## src/rtl/regfile_pkg.sv

```systemverilog
// Shared types and default sizes for the register-file write scheduler.
//   state_t : scheduler mode (clearing the file, or running normal arbitration)
//   grant_t : identifies which requester won the most recent accepted transfer
package regfile_pkg;

    localparam int NREG_DEF = 32;
    localparam int AW_DEF   = 5;
    localparam int DW_DEF   = 32;

    typedef enum logic {
        CLEAR = 1'b0,
        RUN   = 1'b1
    } state_t;

    typedef enum logic {
        GNT_WB  = 1'b0,
        GNT_DBG = 1'b1
    } grant_t;

endpackage

```

## src/rtl/regfile_write_sched_rr_arb2.sv

```systemverilog
// Two-way round-robin arbiter, purely combinational.
//   req        : request vector, bit 0 = writeback, bit 1 = debug/loader
//   last_grant : winner of the previous accepted transfer (held by the parent)
//   gnt        : one-hot grant, same bit order as req; all zero when idle
module rr_arb2
    import regfile_pkg::*;
(
    input  logic [1:0] req,
    input  grant_t     last_grant,
    output logic [1:0] gnt
);

    // A lone requester always wins; on a tie the requester that did not
    // win last time gets the port.
    always_comb begin
        gnt = 2'b00;
        case (req)
            2'b01:   gnt = 2'b01;
            2'b10:   gnt = 2'b10;
            2'b11:   gnt = (last_grant == GNT_DBG) ? 2'b01 : 2'b10;
            default: gnt = 2'b00;
        endcase
    end

endmodule

```

## src/rtl/regfile_write_sched.sv

```systemverilog
// Write-port scheduler for the register file. Shares the single write port
// between the writeback stage and a debug/loader requester, and clears the
// whole file to zero after reset or on clear_req.
//   clk, rst                     : clock and asynchronous active-high reset
//   wb_valid/wb_wn/wb_wd         : writeback request, wb_ready accepts it
//   dbg_valid/dbg_wn/dbg_wd      : debug request, dbg_ready accepts it
//   clear_req                    : pulse that restarts the clear sequence
//   rf_we/rf_wn/rf_wd            : registered RegWrite/wn/wd for the file
//   init_done                    : high once a clear sequence has finished
//   drop_cnt                     : saturating count of accepted writes to r0
module regfile_write_sched
    import regfile_pkg::*;
#(
    parameter int NREG = NREG_DEF,
    parameter int AW   = AW_DEF,
    parameter int DW   = DW_DEF
)
(
    input  logic          clk,
    input  logic          rst,
    input  logic          wb_valid,
    input  logic [AW-1:0] wb_wn,
    input  logic [DW-1:0] wb_wd,
    output logic          wb_ready,
    input  logic          dbg_valid,
    input  logic [AW-1:0] dbg_wn,
    input  logic [DW-1:0] dbg_wd,
    output logic          dbg_ready,
    input  logic          clear_req,
    output logic          rf_we,
    output logic [AW-1:0] rf_wn,
    output logic [DW-1:0] rf_wd,
    output logic          init_done,
    output logic [7:0]    drop_cnt
);

    localparam logic [AW-1:0] LAST_IDX = AW'(NREG - 1);

    state_t        state_q;
    logic [AW-1:0] cnt_q;
    logic          rf_we_q;
    logic [AW-1:0] rf_wn_q;
    logic [DW-1:0] rf_wd_q;
    logic          init_done_q;
    grant_t        last_grant_q;
    logic [7:0]    drop_cnt_q;

    logic [1:0]    gnt;
    logic          portOpen;
    logic          bothIdle;
    logic          wbFire;
    logic          dbgFire;
    logic          anyFire;
    logic [AW-1:0] selWn_d;
    logic [DW-1:0] selWd_d;
    logic [7:0]    drop_cnt_d;

    rr_arb2 u_arb (
        .req        ({dbg_valid, wb_valid}),
        .last_grant (last_grant_q),
        .gnt        (gnt)
    );

    // The port is only offered in RUN, and a clear request closes it for
    // that cycle so nothing slips in just before the clear begins. With no
    // requests both readys are raised; that is harmless since nothing
    // transfers without a valid.
    always_comb begin
        portOpen   = (state_q == RUN) && !clear_req;
        bothIdle   = !wb_valid && !dbg_valid;
        wb_ready   = portOpen && (gnt[0] || bothIdle);
        dbg_ready  = portOpen && (gnt[1] || bothIdle);
        wbFire     = wb_valid && wb_ready;
        dbgFire    = dbg_valid && dbg_ready;
        anyFire    = wbFire || dbgFire;
        selWn_d    = dbgFire ? dbg_wn : wb_wn;
        selWd_d    = dbgFire ? dbg_wd : wb_wd;
        drop_cnt_d = (drop_cnt_q == 8'hFF) ? drop_cnt_q : drop_cnt_q + 8'd1;
    end

    // Scheduler FSM with registered write-port outputs. In CLEAR every
    // register gets a zero write in index order; in RUN the accepted
    // request is forwarded one cycle later, except that writes to r0 are
    // swallowed and counted instead.
    always_ff @(posedge clk or posedge rst) begin
        if (rst) begin
            state_q      <= CLEAR;
            cnt_q        <= '0;
            rf_we_q      <= 1'b0;
            rf_wn_q      <= '0;
            rf_wd_q      <= '0;
            init_done_q  <= 1'b0;
            last_grant_q <= GNT_DBG;
            drop_cnt_q   <= 8'd0;
        end else begin
            case (state_q)
                CLEAR: begin
                    rf_we_q <= 1'b1;
                    rf_wn_q <= cnt_q;
                    rf_wd_q <= '0;
                    if (cnt_q == LAST_IDX) begin
                        state_q     <= RUN;
                        init_done_q <= 1'b1;
                        cnt_q       <= '0;
                    end else begin
                        cnt_q <= cnt_q + 1'b1;
                    end
                end
                RUN: begin
                    if (clear_req) begin
                        state_q     <= CLEAR;
                        cnt_q       <= '0;
                        init_done_q <= 1'b0;
                        rf_we_q     <= 1'b0;
                    end else if (anyFire) begin
                        rf_wn_q      <= selWn_d;
                        rf_wd_q      <= selWd_d;
                        rf_we_q      <= (selWn_d != '0);
                        last_grant_q <= dbgFire ? GNT_DBG : GNT_WB;
                        if (selWn_d == '0) begin
                            drop_cnt_q <= drop_cnt_d;
                        end
                    end else begin
                        rf_we_q <= 1'b0;
                    end
                end
                default: begin
                    state_q <= CLEAR;
                end
            endcase
        end
    end

    assign rf_we     = rf_we_q;
    assign rf_wn     = rf_wn_q;
    assign rf_wd     = rf_wd_q;
    assign init_done = init_done_q;
    assign drop_cnt  = drop_cnt_q;

endmodule

```

## config.mk

```make
export PLATFORM = sky130hd
export DESIGN_NAME = regfile_write_sched
export DESIGN_NICKNAME = d
export VERILOG_FILES = /design/src/rtl/regfile_pkg.sv /design/src/rtl/regfile_write_sched_rr_arb2.sv /design/src/rtl/regfile_write_sched.sv
export SDC_FILE = /design/constraint.sdc
export NUM_CORES = 1
export LEC_CHECK = 0
export CAP_MARGIN = 25
export CORE_UTILIZATION = 44
export DETAILED_ROUTE_END_ITERATION = 10
export PLACE_DENSITY = 0.91
export SLEW_MARGIN = 10
export SYNTH_ARGS = -nofsm -noshare
export SYNTH_HDL_FRONTEND = slang
export SYNTH_SLANG_ARGS = --single-unit
export TNS_END_PERCENT = 10
```

## constraint.sdc

```tcl
create_clock -name clk -period 4.8 [get_ports clk]
set_clock_uncertainty 0.05 [all_clocks]
set_input_delay 0.96 -clock clk [delete_from_list [all_inputs] [get_ports clk]]
set_output_delay 0.96 -clock clk [all_outputs]
set_load 0.05 [all_outputs]
```

=== Word-level counts from Yosys, hierarchy flattened ===
Cells that the tools add are included.

* Add/sub/neg operators: 2
* Multipliers: 0
* Divide/modulo/power cells: 0
* Magnitude comparators: 0
* Equality and inequality tests: 9
* Shift operators: 0
* Muxes and demuxes: 23
* Bitwise operators: 3
* Reductions and logical operators: 18

{| class="wikitable"
|+ Operator list
! kind !! count
|-
| $mux 32 || 3
|-
| $pmux 32 s2 || 1
|-
| $mux 5 || 5
|-
| $pmux 5 s2 || 2
|-
| $add 8x1->8 const B || 1
|-
| $eq 8x8->1 const B || 1
|-
| $mux 1 || 7
|-
| $logic_and 1x1->1 || 6
|-
| $ne 2x2->1 const B || 3
|-
| $pmux 1 s2 || 3
|-
| $pmux 2 s3 || 1
|-
| $add 5x1->5 const B || 1
|-
| $eq 5x5->1 const B || 1
|-
| $logic_not 5->1 || 1
|-
| $reduce_and 5->1 || 1
|-
| $reduce_bool 5->1 || 1
|-
| $eq 2x2->1 const B || 2
|-
| $reduce_and 2->1 || 2
|-
| $logic_not 1->1 || 3
|-
| $logic_or 1x1->1 || 3
|-
| $not 1->1 || 3
|-
| $reduce_and 3->1 || 1
|-
| $eq 2x1->1 const B || 1
|-
| $mux 2 || 1
|-
| $ne 2x1->1 const B || 1
|}

* Register bits: 54
* Bits in latches: 0
* Memory bits (writable): 0
* Bits in read-only memories: 0
* Output and inout port bits: 49
* Logic and storage cells: 63
* Memories kept: 0

=== Depth between registers and ports, before layout ===
* Word-level depth: 10
* Mapped depth: 7
* Depth with buffers taken out: 6

=== By module ===
A second synthesis with hierarchy kept.

* Cell total of the unflattened synthesis: 252
* Area, all modules: 2678.8 um^2

{| class="wikitable"
|+ Modules (own cells, without submodules)
! module !! instances !! cells an instance !! area each (um^2) !! seq. area each (um^2)
|-
| regfile_write_sched || 1 || 249 || 2660.1 || 1352.5
|-
| rr_arb2 || 1 || 3 || 18.8 || 0.0
|}

=== Worst setup path after synthesis ===
No wires, ideal clock.

* Path type: input port to output port
* From: input port clear_req
* To: output port dbg_ready
* Arrival time: 1.863 ns
* Slack: 1.927 ns
* Stages on the path: 3
* Path through: inv_1 nand2_1 a21oi_1

* Cells in the longest elaborated chain, start to end: 3

{| class="wikitable"
|+ Ends and longest elaborated chain
! element !! line !! source
|-
| start: declaration || regfile_write_sched.sv:29 || <nowiki>input logic clear_req,</nowiki>
|-
| $logic_not 1->1 || regfile_write_sched.sv:69 || <nowiki>portOpen = (state_q == RUN) && !clear_req;</nowiki>
|-
| $logic_and 1x1->1 || regfile_write_sched.sv:69 ||
|-
| $logic_and 1x1->1 || regfile_write_sched.sv:72 || <nowiki>dbg_ready = portOpen && (gnt[1] || bothIdle);</nowiki>
|-
| end: declaration || regfile_write_sched.sv:28 || <nowiki>output logic dbg_ready,</nowiki>
|}

Every way passes these cells.

=== Worst setup path after layout ===
* From: input port wb_valid
* To: output port wb_ready

* Cells in the longest elaborated chain, start to end: 4

{| class="wikitable"
|+ Ends and longest elaborated chain
! element !! line !! source
|-
| start: declaration || regfile_write_sched.sv:21 || <nowiki>input logic wb_valid,</nowiki>
|-
| $eq 2x2->1, or another cell as far along || regfile_write_sched_rr_arb2.sv:17 || <nowiki>case (req)</nowiki>
|-
| $pmux 2 s3 or $logic_and 1x1->1 (tied branches) || regfile_write_sched_rr_arb2.sv:17, regfile_write_sched.sv:70 ||
|-
| $logic_or 1x1->1 * || regfile_write_sched.sv:71 || <nowiki>wb_ready = portOpen && (gnt[0] || bothIdle);</nowiki>
|-
| $logic_and 1x1->1 * || regfile_write_sched.sv:71 ||
|-
| end: declaration || regfile_write_sched.sv:24 || <nowiki>output logic wb_ready,</nowiki>
|}

Every way passes the cells marked *; elsewhere a longest branch is shown, timed or not.

==> impl_metrics.json <==
{
  "fmax_mhz": 271,
  "grt_pass1_wl_um": 11000,
  "hpwlAfterDp_um": 5490,
  "cts_tree": "done",
  "nNetsFinal": 458,
  "regArea_mm2": 0.00135,
  "dieArea_mm2": 0.00640,
  "fill_cells": 484,
  "grt_max_degree": 39,
  "slew_violations": 0,
  "yosysUniqueCellTypes": 37,
  "dp_cells": 444,
  "yosysTopAreaCell": "dfrtp_1",
  "rows": 28,
  "drive_gt1_share_pct": 8.49,
  "crit_path_max_fanout": 7,
  "p_leak_uw": 0.00194,
  "power_uw": 1520,
  "final_cells": 452,
  "synth_top_area_share_pct": 49.6,
  "htree_num_levels": 2,
  "rsz0062_at_grt": "false",
  "clk_pin_slew_ns": 0.09,
  "io_pins": 128,
  "clock-sinks": 54,
  "drt-total-wl_um": 7060,
  "post-route-period-util_pct": 76.9,
  "cp_slowest_stage_delay_ns": 0.82,
  "cts.repair.resized": 0,
  "min_path_type": "reg -> reg",
  "setup_ws_ns": 1.11,
  "critPathLaunchType": "input port",
  "gp_congestion": 0.841,
  "critPathCaptureType": "output port",
  "period_needed_ns": 3.69,
  "root_buffer": "clkbuf_8",
  "dr.pass1.iters": 4,
  "grt_usage_pct": 22.4,
  "pre_cts_slack_ns": 1.10,
  "antenna_found_initial": 0,
  "fp.dieW_um": 80.0,
  "cpMostUsedCell": "clkdlybuf4s50_1",
  "hold_viol": 0,
  "synth.area.top_cells": "dfrtp_1 50%, mux2i_1 12%, o21ai_0 6.7%",
  "hold_buffers": 0,
  "cap_viol_max_count": 0,
  "start_util_pct": 45.5,
  "multiInputGateArea_mm2": 0.00125,
  "portBuffers": 127,
  "clkLatencyLatePin_ns": 0.29,
  "post_cts_buffers": 0,
  "p_per_area_mw_per_mm2": 367,
  "via_per_inst": 5.31,
  "drt_iter0_markers": 122,
  "syn2layout_area_growth_pct": 54.6,
  "diodes": 0,
  "synth_area_mm2": 0.00268,
  "ys_seq_area_share_pct": 50.6,
  "arrival_ns": 2.68,
  "ys.warnings.count": 0,
  "coreArea_mm2": 0.00589,
  "cp_cell_sequence": "clkdlybuf4s50_1, a21boi_4, nor2_1, clkdlybuf4s50_1",
  "via_count": 2400,
  "required_ns": 3.79,
  "ant_nets": 0,
  "ir_drop_mv": 0.218,
  "relSlewSlack_pct": 41.3,
  "gr-total-overflow": 0,
  "grt_pass1_vias": 2302,
  "postSynthAreaPerCell_um2": 10.6,
  "worstSetupPathType": "in -> out",
  "finalSetupViolCount": 0,
  "drc": 0,
  "ys_ff_latch": 54,
  "fp.dieH_um": 80.0,
  "tightest_slew_ns": 0.878,
  "cts_buffer_depth": 2,
  "fin_tns_setup_ns": 0,
  "synth_fp_nets": 334,
  "status": "completed",
  "syn-instance-count": 252,
  "cts_made_buffers": 5,
  "wl_per_cell_um": 15.6,
  "cp_slowest_cell": "clkdlybuf4s50_1"
}
==> state kept, by name, indices dropped and copies added (netlist names) <==
name          cells
init_done         1
rf_wn             5
cnt_q             5
rf_we             1
rf_wd            32
state_q           1
last_grant_q      1
drop_cnt          8
==> report_power, final <==
part | internal (uW) | switching (uW) | leakage [uW] | total (uW)
logic | 246 | 361 | 0.00116 | 606
registers | 536 | 75.6 | 0.000728 | 611
clock network | 156 | 144 | 0.0000514 | 299
total | 937 | 580 | 0.00194 | 1520
==> logic make-up after synthesis <==
group | share of synthesized area [%]
AOI/OAI and AO/OA | 12.3
xor gates and xnor gates | 1.96
adders and majority gates | 1.40
buffers and inverters | 3.09
DFF | 50.6
muxes | 14.2
and+or+nand+nor | 16.4
==> final cells by class <==
cell class / instances / share of cell area [%]
Sequential cell: 54 / 32.7
Timing Repair Buffer: 131 / 31.8
Multi-Input combinational cell: 180 / 30.2
Tap cell: 75 / 2.27
Clock buffer: 6 / 1.75
Clock inverter: 2 / 0.908
Inverter: 4 / 0.363
==> placed cells by master (no fill, tap or decap), drive strengths merged, types with 6 or more instances in the layout <==
master,Yosys,final
a21oi,9,9
clkbuf,8,6
clkdlybuf4s50,0,127
dfrtp,53,53
mux2i,33,33
nand2,45,45
nand3,7,7
nor2,7,7
o21ai,37,37
xor2,6,6
==> layer usage <==
metal | up-vias | wire [um] | global-route usage, %
met5 | - | 0 | 0
met4 | 0 | 101 | 4.82
met3 | 10 | 553 | 6.29
met2 | 106 | 3660 | 39.0
met1 | 1148 | 2740 | 27.7
li1 | 1136 | - | -
==> cell usage after synthesis, drive strengths merged <==
master  number
and2         1
a21oi        9
clkbuf       8
and3         2
dfrtp       53
nand2       45
xor2         6
o21ai       37
nor3         2
dfstp        1
a21boi       1
nor3b        1
a31o         1
nor2b        2
nand2b       2
nand3        7
a221o        5
mux2         3
mux2i       33
buf          6
and4         2
nor2         7
nand4        2
or4          2
a32o         1
ha           3
inv          4
a311oi       1
nor4         5
==> critical path, delay by kind of cell <==
kind,cells,cell delay [ns]
compound gates,1,0.15
simple gates,1,0.12
buf+inv,2,1.45
==> path summary, 6_finish.rpt <==
path,start,to,slack (ns),depth (start not counted)
setup / recovery,wb_valid,wb_ready,1.11,4
setup reg to reg,state_q$_DFF_PP0_,drop_cnt[1]$_DFFE_PP0P_,2.29,5
max in group asynchronous,rst,drop_cnt[2]$_DFFE_PP0P_,3.18,3
min in group asynchronous,rst,rf_wd[10]$_DFFE_PP0P_,0.97,2
hold reg to reg,rf_wd[24]$_DFFE_PP0P_,rf_wd[24]$_DFFE_PP0P_,0.44,2
hold / removal,rf_wd[24]$_DFFE_PP0P_,rf_wd[24]$_DFFE_PP0P_,0.44,2
==> stage by stage <==
| stage | cell area, um2 | util [%] | hold WS, ns |
|---|---|---|---|
| finish | 4140 | 70.3 | 0.435 |
| global route | 4140 | 70.3 | 0.462 |
| CTS | 4140 | 70.3 | 0.442 |
| detailed placement | 4030 | 68.4 | 0.420 |
| global placement | 4010 | 68.0 | 0.410 |
| floorplan | 2680 | - | 0.413 |
(Power assumes the default switching activity.)
